**src/rtl/change_dispenser_pkg.sv**
```systemverilog
// Shared coin definitions for the change dispenser: coin values, eject bit
// positions, FSM state encoding and the greedy coin picker.
package change_dispenser_pkg;

  localparam int EJECT_W = 4;

  localparam int NICKEL_V  = 1;
  localparam int DIME_V    = 2;
  localparam int QUARTER_V = 5;
  localparam int DOLLAR_V  = 20;

  // eject = {Nickel, Dime, Quarter, Dollar}
  localparam int DOLLAR_BIT  = 0;
  localparam int QUARTER_BIT = 1;
  localparam int DIME_BIT    = 2;
  localparam int NICKEL_BIT  = 3;

  typedef enum logic [2:0] {
    ST_IDLE   = 3'd0,
    ST_SELECT = 3'd1,
    ST_PULSE  = 3'd2,
    ST_GAP    = 3'd3,
    ST_FINISH = 3'd4
  } state_t;

  // Largest coin not exceeding rem, one-hot on the eject bits; zero if rem==0.
  function automatic logic [EJECT_W-1:0] greedy_pick(input logic [31:0] rem);
    logic [EJECT_W-1:0] sel;
    sel = '0;
    if (rem >= 32'(DOLLAR_V))       sel[DOLLAR_BIT]  = 1'b1;
    else if (rem >= 32'(QUARTER_V)) sel[QUARTER_BIT] = 1'b1;
    else if (rem >= 32'(DIME_V))    sel[DIME_BIT]    = 1'b1;
    else if (rem >= 32'(NICKEL_V))  sel[NICKEL_BIT]  = 1'b1;
    return sel;
  endfunction

  function automatic logic [31:0] coin_value(input logic [EJECT_W-1:0] sel);
    logic [31:0] val;
    val = '0;
    if (sel[DOLLAR_BIT])  val = 32'(DOLLAR_V);
    if (sel[QUARTER_BIT]) val = 32'(QUARTER_V);
    if (sel[DIME_BIT])    val = 32'(DIME_V);
    if (sel[NICKEL_BIT])  val = 32'(NICKEL_V);
    return val;
  endfunction

endpackage

```
**src/rtl/change_dispenser_if.sv**
```systemverilog
// Controller <-> change dispenser signal bundle.
// start is a level request accepted only while the dispenser is idle; there is
// no ready: busy rises the cycle after acceptance and done pulses once at the end.
interface change_dispenser_if #(
  parameter int AMT_W = 6
);
  import change_dispenser_pkg::*;

  logic               start;
  logic [AMT_W-1:0]   amount;
  logic               inhibit;
  logic [EJECT_W-1:0] eject;
  logic               busy;
  logic               done;
  logic [AMT_W-1:0]   remaining;

  modport master (
    output start, amount, inhibit,
    input  eject, busy, done, remaining
  );

  modport slave (
    input  start, amount, inhibit,
    output eject, busy, done, remaining
  );
endinterface

```
**src/rtl/change_dispenser_timer.sv**
```systemverilog
// Loadable down-counter timing both the eject pulse and the following gap.
module change_dispenser_timer #(
  parameter int W = 6
) (
  input  logic         clk,
  input  logic         rst,
  input  logic         load,
  input  logic [W-1:0] load_val,
  output logic         zero
);

  logic [W-1:0] count;

  always_ff @(posedge clk or posedge rst) begin
    if (rst) begin
      count <= '0;
    end else if (load) begin
      count <= load_val;
    end else if (count != '0) begin
      count <= count - W'(1);
    end
  end

  assign zero = (count == '0);

endmodule

```
**src/rtl/change_dispenser.sv**
```systemverilog
// Change dispenser: pays a nickel-unit amount as one eject pulse per coin,
// largest coin first, with a fixed pulse width and gap between coins.
module change_dispenser
  import change_dispenser_pkg::*;
#(
  parameter int AMT_W        = 6,
  parameter int PULSE_CYCLES = 50,
  parameter int GAP_CYCLES   = 50
) (
  input  logic             clk,
  input  logic             rst,
  change_dispenser_if.slave bus,
  output state_t           state_dbg
);

  localparam int TMAX = (PULSE_CYCLES > GAP_CYCLES) ? PULSE_CYCLES : GAP_CYCLES;
  localparam int TW   = (TMAX > 1) ? $clog2(TMAX) : 1;

  state_t             state;
  logic [EJECT_W-1:0] eject_q;
  logic               busy_q;
  logic               done_q;
  logic [AMT_W-1:0]   remaining_q;

  logic [EJECT_W-1:0] coin_sel;
  logic [AMT_W-1:0]   coin_val;
  logic               t_load;
  logic [TW-1:0]      t_load_val;
  logic               t_zero;
  logic               fire;

  always_comb begin
    coin_sel = greedy_pick(32'(remaining_q));
    coin_val = AMT_W'(coin_value(coin_sel));
  end

  // A coin is launched only from SELECT with something owed and the mechanism ready.
  assign fire = (state == ST_SELECT) && (remaining_q != '0) && !bus.inhibit;

  always_comb begin
    t_load     = 1'b0;
    t_load_val = TW'(PULSE_CYCLES - 1);
    if (fire) begin
      t_load     = 1'b1;
      t_load_val = TW'(PULSE_CYCLES - 1);
    end else if (state == ST_PULSE && t_zero) begin
      t_load     = 1'b1;
      t_load_val = TW'(GAP_CYCLES - 1);
    end
  end

  change_dispenser_timer #(.W(TW)) u_timer (
    .clk      (clk),
    .rst      (rst),
    .load     (t_load),
    .load_val (t_load_val),
    .zero     (t_zero)
  );

  always_ff @(posedge clk or posedge rst) begin
    if (rst) begin
      state       <= ST_IDLE;
      eject_q     <= '0;
      busy_q      <= 1'b0;
      done_q      <= 1'b0;
      remaining_q <= '0;
    end else begin
      done_q <= 1'b0;
      case (state)
        ST_IDLE: begin
          if (bus.start) begin
            remaining_q <= bus.amount;
            busy_q      <= 1'b1;
            state       <= ST_SELECT;
          end
        end
        ST_SELECT: begin
          if (remaining_q == '0) begin
            busy_q <= 1'b0;
            done_q <= 1'b1;
            state  <= ST_FINISH;
          end else if (fire) begin
            eject_q     <= coin_sel;
            remaining_q <= remaining_q - coin_val;
            state       <= ST_PULSE;
          end
        end
        ST_PULSE: begin
          if (t_zero) begin
            eject_q <= '0;
            state   <= ST_GAP;
          end
        end
        ST_GAP: begin
          if (t_zero) state <= ST_SELECT;
        end
        ST_FINISH: begin
          state <= ST_IDLE;
        end
        default: begin
          eject_q <= '0;
          busy_q  <= 1'b0;
          state   <= ST_IDLE;
        end
      endcase
    end
  end

  assign bus.eject     = eject_q;
  assign bus.busy      = busy_q;
  assign bus.done      = done_q;
  assign bus.remaining = remaining_q;
  assign state_dbg     = state;

endmodule

```
**src/flat_wrapper.sv**
```systemverilog
// flat-port wrapper written by rule: the top's interface ports become plain ports
module change_dispenser_flat import change_dispenser_pkg::*;
#(
  parameter int AMT_W        = 6,
  parameter int PULSE_CYCLES = 50,
  parameter int GAP_CYCLES   = 50
)
  (clk, rst, state_dbg, bus_start, bus_amount, bus_inhibit, bus_eject, bus_busy, bus_done, bus_remaining);
  change_dispenser_if #(.AMT_W(AMT_W)) bus_i ();
  input  logic clk;
  input  logic rst;
  output state_t state_dbg;
  input wire logic [$bits(bus_i.start)-1:0] bus_start;
  input wire logic [$bits(bus_i.amount)-1:0] bus_amount;
  input wire logic [$bits(bus_i.inhibit)-1:0] bus_inhibit;
  output wire logic [$bits(bus_i.eject)-1:0] bus_eject;
  output wire logic [$bits(bus_i.busy)-1:0] bus_busy;
  output wire logic [$bits(bus_i.done)-1:0] bus_done;
  output wire logic [$bits(bus_i.remaining)-1:0] bus_remaining;
  assign bus_i.start = bus_start;
  assign bus_i.amount = bus_amount;
  assign bus_i.inhibit = bus_inhibit;
  assign bus_eject = bus_i.eject;
  assign bus_busy = bus_i.busy;
  assign bus_done = bus_i.done;
  assign bus_remaining = bus_i.remaining;
  change_dispenser #(.AMT_W(AMT_W), .PULSE_CYCLES(PULSE_CYCLES), .GAP_CYCLES(GAP_CYCLES)) u_core (.clk(clk), .rst(rst), .bus(bus_i), .state_dbg(state_dbg));
endmodule
```
**config.mk**
```make
export PLATFORM = sky130hd
export DESIGN_NAME = change_dispenser_flat
export DESIGN_NICKNAME = d
export VERILOG_FILES = /design/src/rtl/change_dispenser_pkg.sv /design/src/rtl/change_dispenser_if.sv /design/src/rtl/change_dispenser_timer.sv /design/src/rtl/change_dispenser.sv /design/src/flat_wrapper.sv
export SDC_FILE = /design/constraint.sdc
export NUM_CORES = 1
export LEC_CHECK = 0
export ABC_CLOCK_PERIOD_IN_PS = 4700
export CAP_MARGIN = 10
export CORE_ASPECT_RATIO = 1.5
export CORE_MARGIN = 3
export CORE_UTILIZATION = 40
export DETAILED_ROUTE_END_ITERATION = 10
export HOLD_SLACK_MARGIN = 0.15
export SYNTH_ARGS = -nofsm -noshare
export SYNTH_HDL_FRONTEND = slang
export SYNTH_SLANG_ARGS = --single-unit
export TNS_END_PERCENT = 100
```
**constraint.sdc**
```tcl
create_clock -name clk -period 4.7 [get_ports clk]
set_clock_uncertainty 0.1 [all_clocks]
set_input_delay 1.175 -clock clk [delete_from_list [all_inputs] [get_ports clk]]
set_output_delay 1.175 -clock clk [all_outputs]
set_load 0.02 [all_outputs]
```
==> results, run 1 <==
- In this run the register-to-register setup slack is 1940 ps.
- After synthesis the netlist holds a flip-flop and latch count of 21.
- Max-cap violations in this run came to 0.
- The count of nets after finishing is 178.
- The worst setup slack after layout is 1940 ps.
- The required time at the endpoint of the critical path is 4750 ps.
- The post-route total power is 1.04 mW.
- The layout-stage area growth over the synthesis result is 23.1%.
- During I/O placement, the number of pins put on the boundary was 25.
- In this run the worst setup path begins at u_core.bus.remaining[1]$_DFFE_PP0P_.
- The async set-or-reset flop fraction in the synthesized netlist is 1.00.
- The leakage power total is 0.679 nW.
- The number of gates resized after CTS was 0.
- In this run the tightest slew margin relative to its limit is 0.473.
- The number of remaining DRC errors is 0.
- The primary flip-flop cell chosen by synthesis mapping is dfrtp_1.
- The critical path in this run is classified as reg -> reg.
- The data arrival time at the worst-slack endpoint is 2810 ps.
- The tree is rooted in a clkbuf_8.
- The floorplan step defined a die boundary enclosing 3970 um^2.
- Summing every instance area after synthesis gives 1300 um^2.
- The via count of the first global-routing pass is 1014.
- The largest net degree at the start of global routing is 22.
- The number of rows in the core area is 24.
- The number of endpoints with negative hold slack in the final report is 0.
- In this run, post-CTS hold repair placed 0 buffers.
- The number of antenna violations at the first check in global routing is 0.
- The clock sink count is 21.
- By area the synthesized netlist is led by dfrtp_1 41%, nor2_1 6.9%, ha_1 4.8%.
- The total setup violations reported at the end of the flow is 0.
- The critical path goes through nor2_1 -> mux2_2 -> nand2_1 -> ha_1 -> nor2b_1 -> o21ai_0 -> a21boi_0 -> o32a_1 -> o22a_1.
- The effective utilization at floorplan is 0.432.
- After layout, the minimum clock period comes to 2760 ps.
- The max-slew violation count was 0.
- The die height is 75.7 um.
- The kind of cell adding the most delay to the critical path is compound AO/OA/AOI/OAI gates.
- The share of the Yosys chip area taken by registers is 0.405.
- The maximum operating frequency is 362 MHz.
- In this run the worst path has a maximum fanout of 8.
- The deepest level of the CTS H-tree is 1.
- Along the worst hold path, the cell count comes to 1.
- In this run, the number of DRC markers left after iteration 0 of detailed routing was 14.
- The buffers inserted during post-CTS setup optimization is 0.
- The TritonCTS clock tree is done.
- In the finished design, the share of the clock period the worst path needs comes to 0.587.
- Setup repair after global routing left no endpoint under its margin.
- STA classifies the critical path startpoint as a register.
- The worst register-to-register path ends at u_core.bus.remaining[5]$_DFFE_PP0P_.
- At the end of routability-driven placement, the weighted congestion stood at 0.740.
- The count of input and output buffers is 24.
- The depth of the worst register-to-register path is 9.
- For this design, the slowest cell found on the critical path is dfrtp_1.
- The number of antenna cells inserted is 0.
- The clock-pin slew on the worst setup and hold paths is 70 ps.
- Of the cells placed in the final design, the portion with a size suffix greater than 1 is 0.0559.
- After floorplanning, the core was sized to cover 3000 um^2.
- The clock latency on the worst-skew pair is 250 ps.
- The post-synthesis cell type count is 43.
- The peak supply drop is 307 uV.
- After detailed routing, the total wire length is 2690 um.
- The cell count after placement is 196.
- The first global-routing pass estimated 4550 um of wire.
- The x dimension of the die is 52.5 um.
- The setup total negative slack is 0 ps.
- The maximum number of buffers from clock root to sink is 2.
- The count of nets left with antenna violations once routing finished came out at 0.
- Of the post-synthesis cell area, the dominant cell type holds 0.405.
- Global routing finished with a remaining overflow of 0.
- After detailed routing, the average wire length per cell comes to 13.4 um.
- The non-filler instance count after layout is 200.
- The path with the worst hold slack has its endpoint at u_core.bus.eject[2]$_DFFE_PP0P_.
- The final hold slack is 397 ps.
- In this design, the stage delay of the slowest critical-path cell is 470 ps.
- The worst slack at placement is 1850 ps.
- In this run, CTS created clock tree buffers numbering 3.
- The detailed placer's ending HPWL is 2100 um.
- The worst register-to-register path begins at u_core.bus.remaining[1]$_DFFE_PP0P_.
- The total vias in the final route is 1055.
- The number of synthesis warnings is 0.
- The net count after synthesis is 153.
- STA classifies the critical path endpoint as a register.
- The biggest area contributor in the post-synthesis netlist is dfrtp_1.
- The power density over the cells is 654 nW/um^2.
- The global routing usage summed across all routing layers is 0.151.
- In this run the worst hold path is classified as reg -> reg.
- The run finished with clean final reports.
- The buffering stage count on the worst path with inverters included is 0.
- The count of flip-flops with a built-in enable after synthesis is 0.
- The count of TritonRoute iterations in the first routing pass is 4.
- The synthesized netlist cell count is 137.
- Using the TritonRoute via totals, the vias-per-cell ratio works out to 5.28.
- The critical hold path startpoint is u_core.bus.eject[2]$_DFFE_PP0P_.
- The worst-margin pin slew is 790 ps.
- The synthesized area divided by synthesized cell count is 9.46 um^2.
==> registers in the layout, summed over array words and instances (netlist names) <==
name,count
u_core.bus.busy,1
u_core.bus.done,1
u_core.bus.eject,4
u_core.bus.remaining,6
u_core.state_dbg,3
u_core.u_timer.count,6
==> stage by stage <==
stage,cell area [um^2],util
3_3_place_gp,1550,0.516
3_5_place_dp,1550,0.516
5_1_grt,1600,0.531
4_1_cts,1600,0.531
6_report,1600,0.531
2_1_floorplan,1300,-
==> worst reg2reg max path, stage by stage, from the launching register on <==
cell      delay (ps)
dfrtp_1          470
nor2_1           290
mux2_2           210
nand2_1          110
ha_1             290
nor2b_1          140
o21ai_0          310
a21boi_0         190
o32a_1           370
o22a_1           180
==> placed cells by master (no fill, tap or decap), drive strengths merged, types with 2 or more instances in the layout <==
| master | synthesis | routed |
|---|---|---|
| nor2 | 24 | 24 |
| clkdlybuf4s50 | 0 | 24 |
| dfrtp | 21 | 21 |
| nand2 | 10 | 10 |
| o21ai | 10 | 10 |
| a21oi | 9 | 9 |
| inv | 8 | 8 |
| xnor2 | 5 | 5 |
| ha | 5 | 5 |
| mux2 | 5 | 5 |
| nor3 | 4 | 4 |
| clkbuf | 1 | 4 |
| a211oi | 3 | 3 |
| nor2b | 2 | 2 |
| or3b | 2 | 2 |
| a21o | 2 | 2 |
| nor4 | 2 | 2 |
==> synth_stat cells (2+ instances only) <==
| library cell | count |
|---|---|
| o21ai_1 | 5 |
| mux2_1 | 4 |
| nor3_1 | 4 |
| inv_1 | 8 |
| nand2_1 | 10 |
| a211oi_1 | 2 |
| a21oi_1 | 8 |
| ha_1 | 5 |
| nor2_1 | 24 |
| or3b_1 | 2 |
| buf_6 | 3 |
| nor2b_1 | 2 |
| xnor2_1 | 5 |
| a21o_1 | 2 |
| dfrtp_1 | 21 |
| o21ai_0 | 5 |
==> worst max path at each step <==
stage	cells past startpoint	slack (ps)	to
3_3_place_gp	5	1890	u_core.bus.eject[2]$_DFFE_PP0P_
2_1_floorplan	11	2170	u_core.bus.remaining[4]$_DFFE_PP0P_
5_1_grt	9	1720	u_core.bus.remaining[5]$_DFFE_PP0P_
4_1_cts	1	1940	state_dbg[1]
3_5_place_dp	5	1850	u_core.bus.eject[0]$_DFFE_PP0P_
6_report	9	1940	u_core.bus.remaining[5]$_DFFE_PP0P_
==> power by group <==
group | switching [mW] | internal (mW) | leakage (nW)
Combinational | 0.298 | 0.273 | 0.401
Clock | 0.0545 | 0.0602 | 0.0228
Sequential | 0.104 | 0.253 | 0.256
Total | 0.457 | 0.586 | 0.679
==> area by class of cell <==
class                   count  area (um^2)
clock buffers               4         45.0
fillers                   294         1410
inverters                   8         30.0
multi-input cells         103          698
flip-flops and latches     21          526
well taps                  39         48.8
repair buffers             25          248
==> routing by layer <==
| layer | up-vias | GRT usage | routed length, um |
|---|---|---|---|
| met5 | - | 0 | 0 |
| met4 | 0 | 0.0540 | 18 |
| met3 | 2 | 0.0196 | 70 |
| met2 | 19 | 0.271 | 1450 |
| met1 | 507 | 0.181 | 1150 |
| li1 | 527 | - | - |
==> cells by family after synthesis <==
family / after synthesis / share of synthesized area
adder cells (fa/ha/maj): 6 / 0.0637
XOR/XNOR: 6 / 0.0405
AND/OR/NAND/NOR: 50 / 0.192
multiplexers: 6 / 0.0512
AO/OA/AOI/OAI: 35 / 0.191
flip-flops: 21 / 0.405
buffers and inverters: 13 / 0.0560
No activity file was read; power rests on OpenSTA's default activity.
==> run 2, diff against run 1 <==
--- a/config.mk
+++ b/config.mk
@@ -5,7 +5,7 @@
 export SDC_FILE = /design/constraint.sdc
 export NUM_CORES = 1
 export LEC_CHECK = 0
-export ABC_CLOCK_PERIOD_IN_PS = 4700
+export ABC_CLOCK_PERIOD_IN_PS = 2650
 export CAP_MARGIN = 10
 export CORE_ASPECT_RATIO = 1.5
 export CORE_MARGIN = 3
==> constraint.sdc (replaced) <==
create_clock -name clk -period 2.65 [get_ports clk]
set_clock_uncertainty 0.1 [all_clocks]
set_input_delay 0.6625 -clock clk [delete_from_list [all_inputs] [get_ports clk]]
set_output_delay 0.6625 -clock clk [all_outputs]
set_load 0.02 [all_outputs]
==> results, run 2 (synthesis gave the netlist of run 1 again) <==
- The run finished with clean final reports.
- Once layout is complete, the utilization of the core stands at 0.552.
- Subtracting the final worst setup slack from the clock period gives 2520 ps.
- The longest clock path from root to sink contains 2 buffers.
- The layout-stage area growth over the synthesis result is 27.8%.
- The total vias in the final route is 1091.
- The leakage power total is 0.714 nW.
- The floorplan has 24 rows.
- The clock-pin slew on the worst setup and hold paths is 80 ps.
- The critical path capture point is u_core.bus.remaining[4]$_DFFE_PP0P_.
- The total overflow left after global routing is 0.
- The number of antenna cells inserted is 0.
- The deepest level of the CTS H-tree is 1.
- Of the available clock period, the critical path in the final layout requires 0.951.
- After routing, the total negative slack on setup checks comes to 0 ps.
- CTS saw 21 sinks.
- For this design, the CTS-stage hold fixing added 0 buffers.
- The critical path starts at u_core.bus.remaining[4]$_DFFE_PP0P_.
- At the pin with the least slew margin, the transition time is 528 ps.
- For the worst setup path, the data arrival time is 2550 ps.
- The worst slack at placement is 77.1 ps.
- The global-route wire length before repair is 4800 um.
- The number of endpoints with negative hold slack in the final report is 0.
- In the layout the commonest cells are 24 x nor2_1, 24 x clkdlybuf4s50_1, 19 x dfrtp_1, 10 x nand2_1.
- CTS placed an instance of clkbuf_8 at the clock tree root.
- The core region is 3000 um^2.
- The clock latency on the worst-skew pair is 260 ps.
- The critical path in this run is classified as reg -> reg.
- The finished cells cover 1660 um^2.
- The via count of the first global-routing pass is 1090.
- The total detailed-routing wirelength is 2980 um.
- The worst setup slack after layout is 130 ps.
- On the final layout, the worst hold slack is 404 ps.
- For this run, design rule violations remaining after detail routing come to 0.
- Setup repair after global routing could not meet its margin everywhere.
- The number of antenna violations at the first check in global routing is 0.
- The worst setup path is launched from a register.
- The tightest min-delay check is of the reg -> reg type.
- The die height is 75.7 um.
- The total setup violations reported at the end of the flow is 0.
- Buffers inserted during clock tree synthesis total 3.
- The last weighted congestion value of the routability-driven placer is 0.860.
- Dividing the detail-routed via count by the number of cells gives 5.27.
- The x dimension of the die is 52.5 um.
- After detailed routing, the average wire length per cell comes to 14.4 um.
- Total power for the finished layout comes to 1.98 mW.
- The starting DRC count in detailed routing is 16.
- The count of input and output buffers is 24.
- The ratio of cells with drive above 1 in the final layout is 0.119.
- The peak supply drop is 661 uV.
- After clock tree synthesis, the setup repair step added 0 buffers.
- The effective utilization at floorplan is 0.432.
- The max-slew violation count is 0.
- The maximum operating frequency is 397 MHz.
- The startpoint identified for the worst register-to-register timing path is u_core.bus.remaining[4]$_DFFE_PP0P_.
- The cell count after placement is 203.
- The first detailed-routing pass took 4 iterations.
- Data on the critical path is required at its endpoint by 2680 ps.
- The critical-path maximum fanout is 6.
- The final antenna-violating net count is 0.
- The area enclosed by the die boundary is 3970 um^2.
- The relative slew slack is 0.648.
- The tool flagged a number of max-cap violations equal to 0.
- STA classifies the critical path endpoint as a register.
- The HPWL after detailed placement is 2280 um.
- Power spread over the standard cell area amounts to 1200 nW/um^2.
- The number of I/O pins is 25.
- Excluding fillers, the count of instances in the completed layout stands at 207.
- In the global route stage, overall resource usage came out at 0.162.
- For this run, the post-layout net count is 185.
- The depth of the worst register-to-register path is 12.
- Once placement finished, the instance area stood at 1600 um^2.
- The TritonCTS clock tree is done.
- The largest net degree at the start of global routing is 22.
- The worst register-to-register path ends at u_core.bus.remaining[4]$_DFFE_PP0P_.
- For flop-to-flop paths, the worst setup slack is 130 ps.
- The post-cts gate resize count is 0.
-- run 2: layout make-up --
| type | instances | area, um^2 |
|---|---|---|
| Fill cell | 298 | 1350 |
| Multi-Input combinational cell | 103 | 703 |
| Sequential cell | 21 | 528 |
| Timing Repair Buffer | 32 | 300 |
| Tap cell | 39 | 48.8 |
| Clock buffer | 3 | 41.3 |
| Inverter | 8 | 30.0 |
| Clock inverter | 1 | 5.00 |
-- run 2: how the worst min path moves through the flow --
stage | from | end | slack (ps) | cells after the start
after floorplan | u_core.u_timer.count[4]$_DFFE_PP0P_ | u_core.u_timer.count[4]$_DFFE_PP0P_ | 410 | 1
after global placement | u_core.bus.eject[2]$_DFFE_PP0P_ | u_core.bus.eject[2]$_DFFE_PP0P_ | 380 | 1
after detailed placement | u_core.bus.eject[2]$_DFFE_PP0P_ | u_core.bus.eject[2]$_DFFE_PP0P_ | 390 | 1
after CTS | u_core.bus.eject[2]$_DFFE_PP0P_ | u_core.bus.eject[2]$_DFFE_PP0P_ | 410 | 1
after global routing | u_core.bus.eject[2]$_DFFE_PP0P_ | u_core.bus.eject[2]$_DFFE_PP0P_ | 430 | 1
final | u_core.bus.eject[2]$_DFFE_PP0P_ | u_core.bus.eject[2]$_DFFE_PP0P_ | 400 | 1
-- run 2: worst max-delay path, cell delays in order (launching register included) --
cell and delay (ps):
dfrtp_1 500, nor3_1 110, and2_1 170, nand2b_1 160, nand2_1 60, ha_1 160, inv_1 50, fa_1 410
a211oi_2 240, xor2_1 160, nor2_1 50, a21oi_1 130, o21ai_1 70
-- run 2: report_power, final --
group | internal (mW) | total (mW) | switching, mW
Combinational | 0.559 | 1.14 | 0.579
Clock | 0.105 | 0.216 | 0.111
Sequential | 0.452 | 0.629 | 0.177
-- run 2: per-layer routing --
metal,share of wire,vias to the layer above,track usage
met5,0,-,0
met4,0.021,0,0.0767
met3,0.029,7,0.0235
met2,0.54,20,0.302
met1,0.41,524,0.175
li1,-,540,-
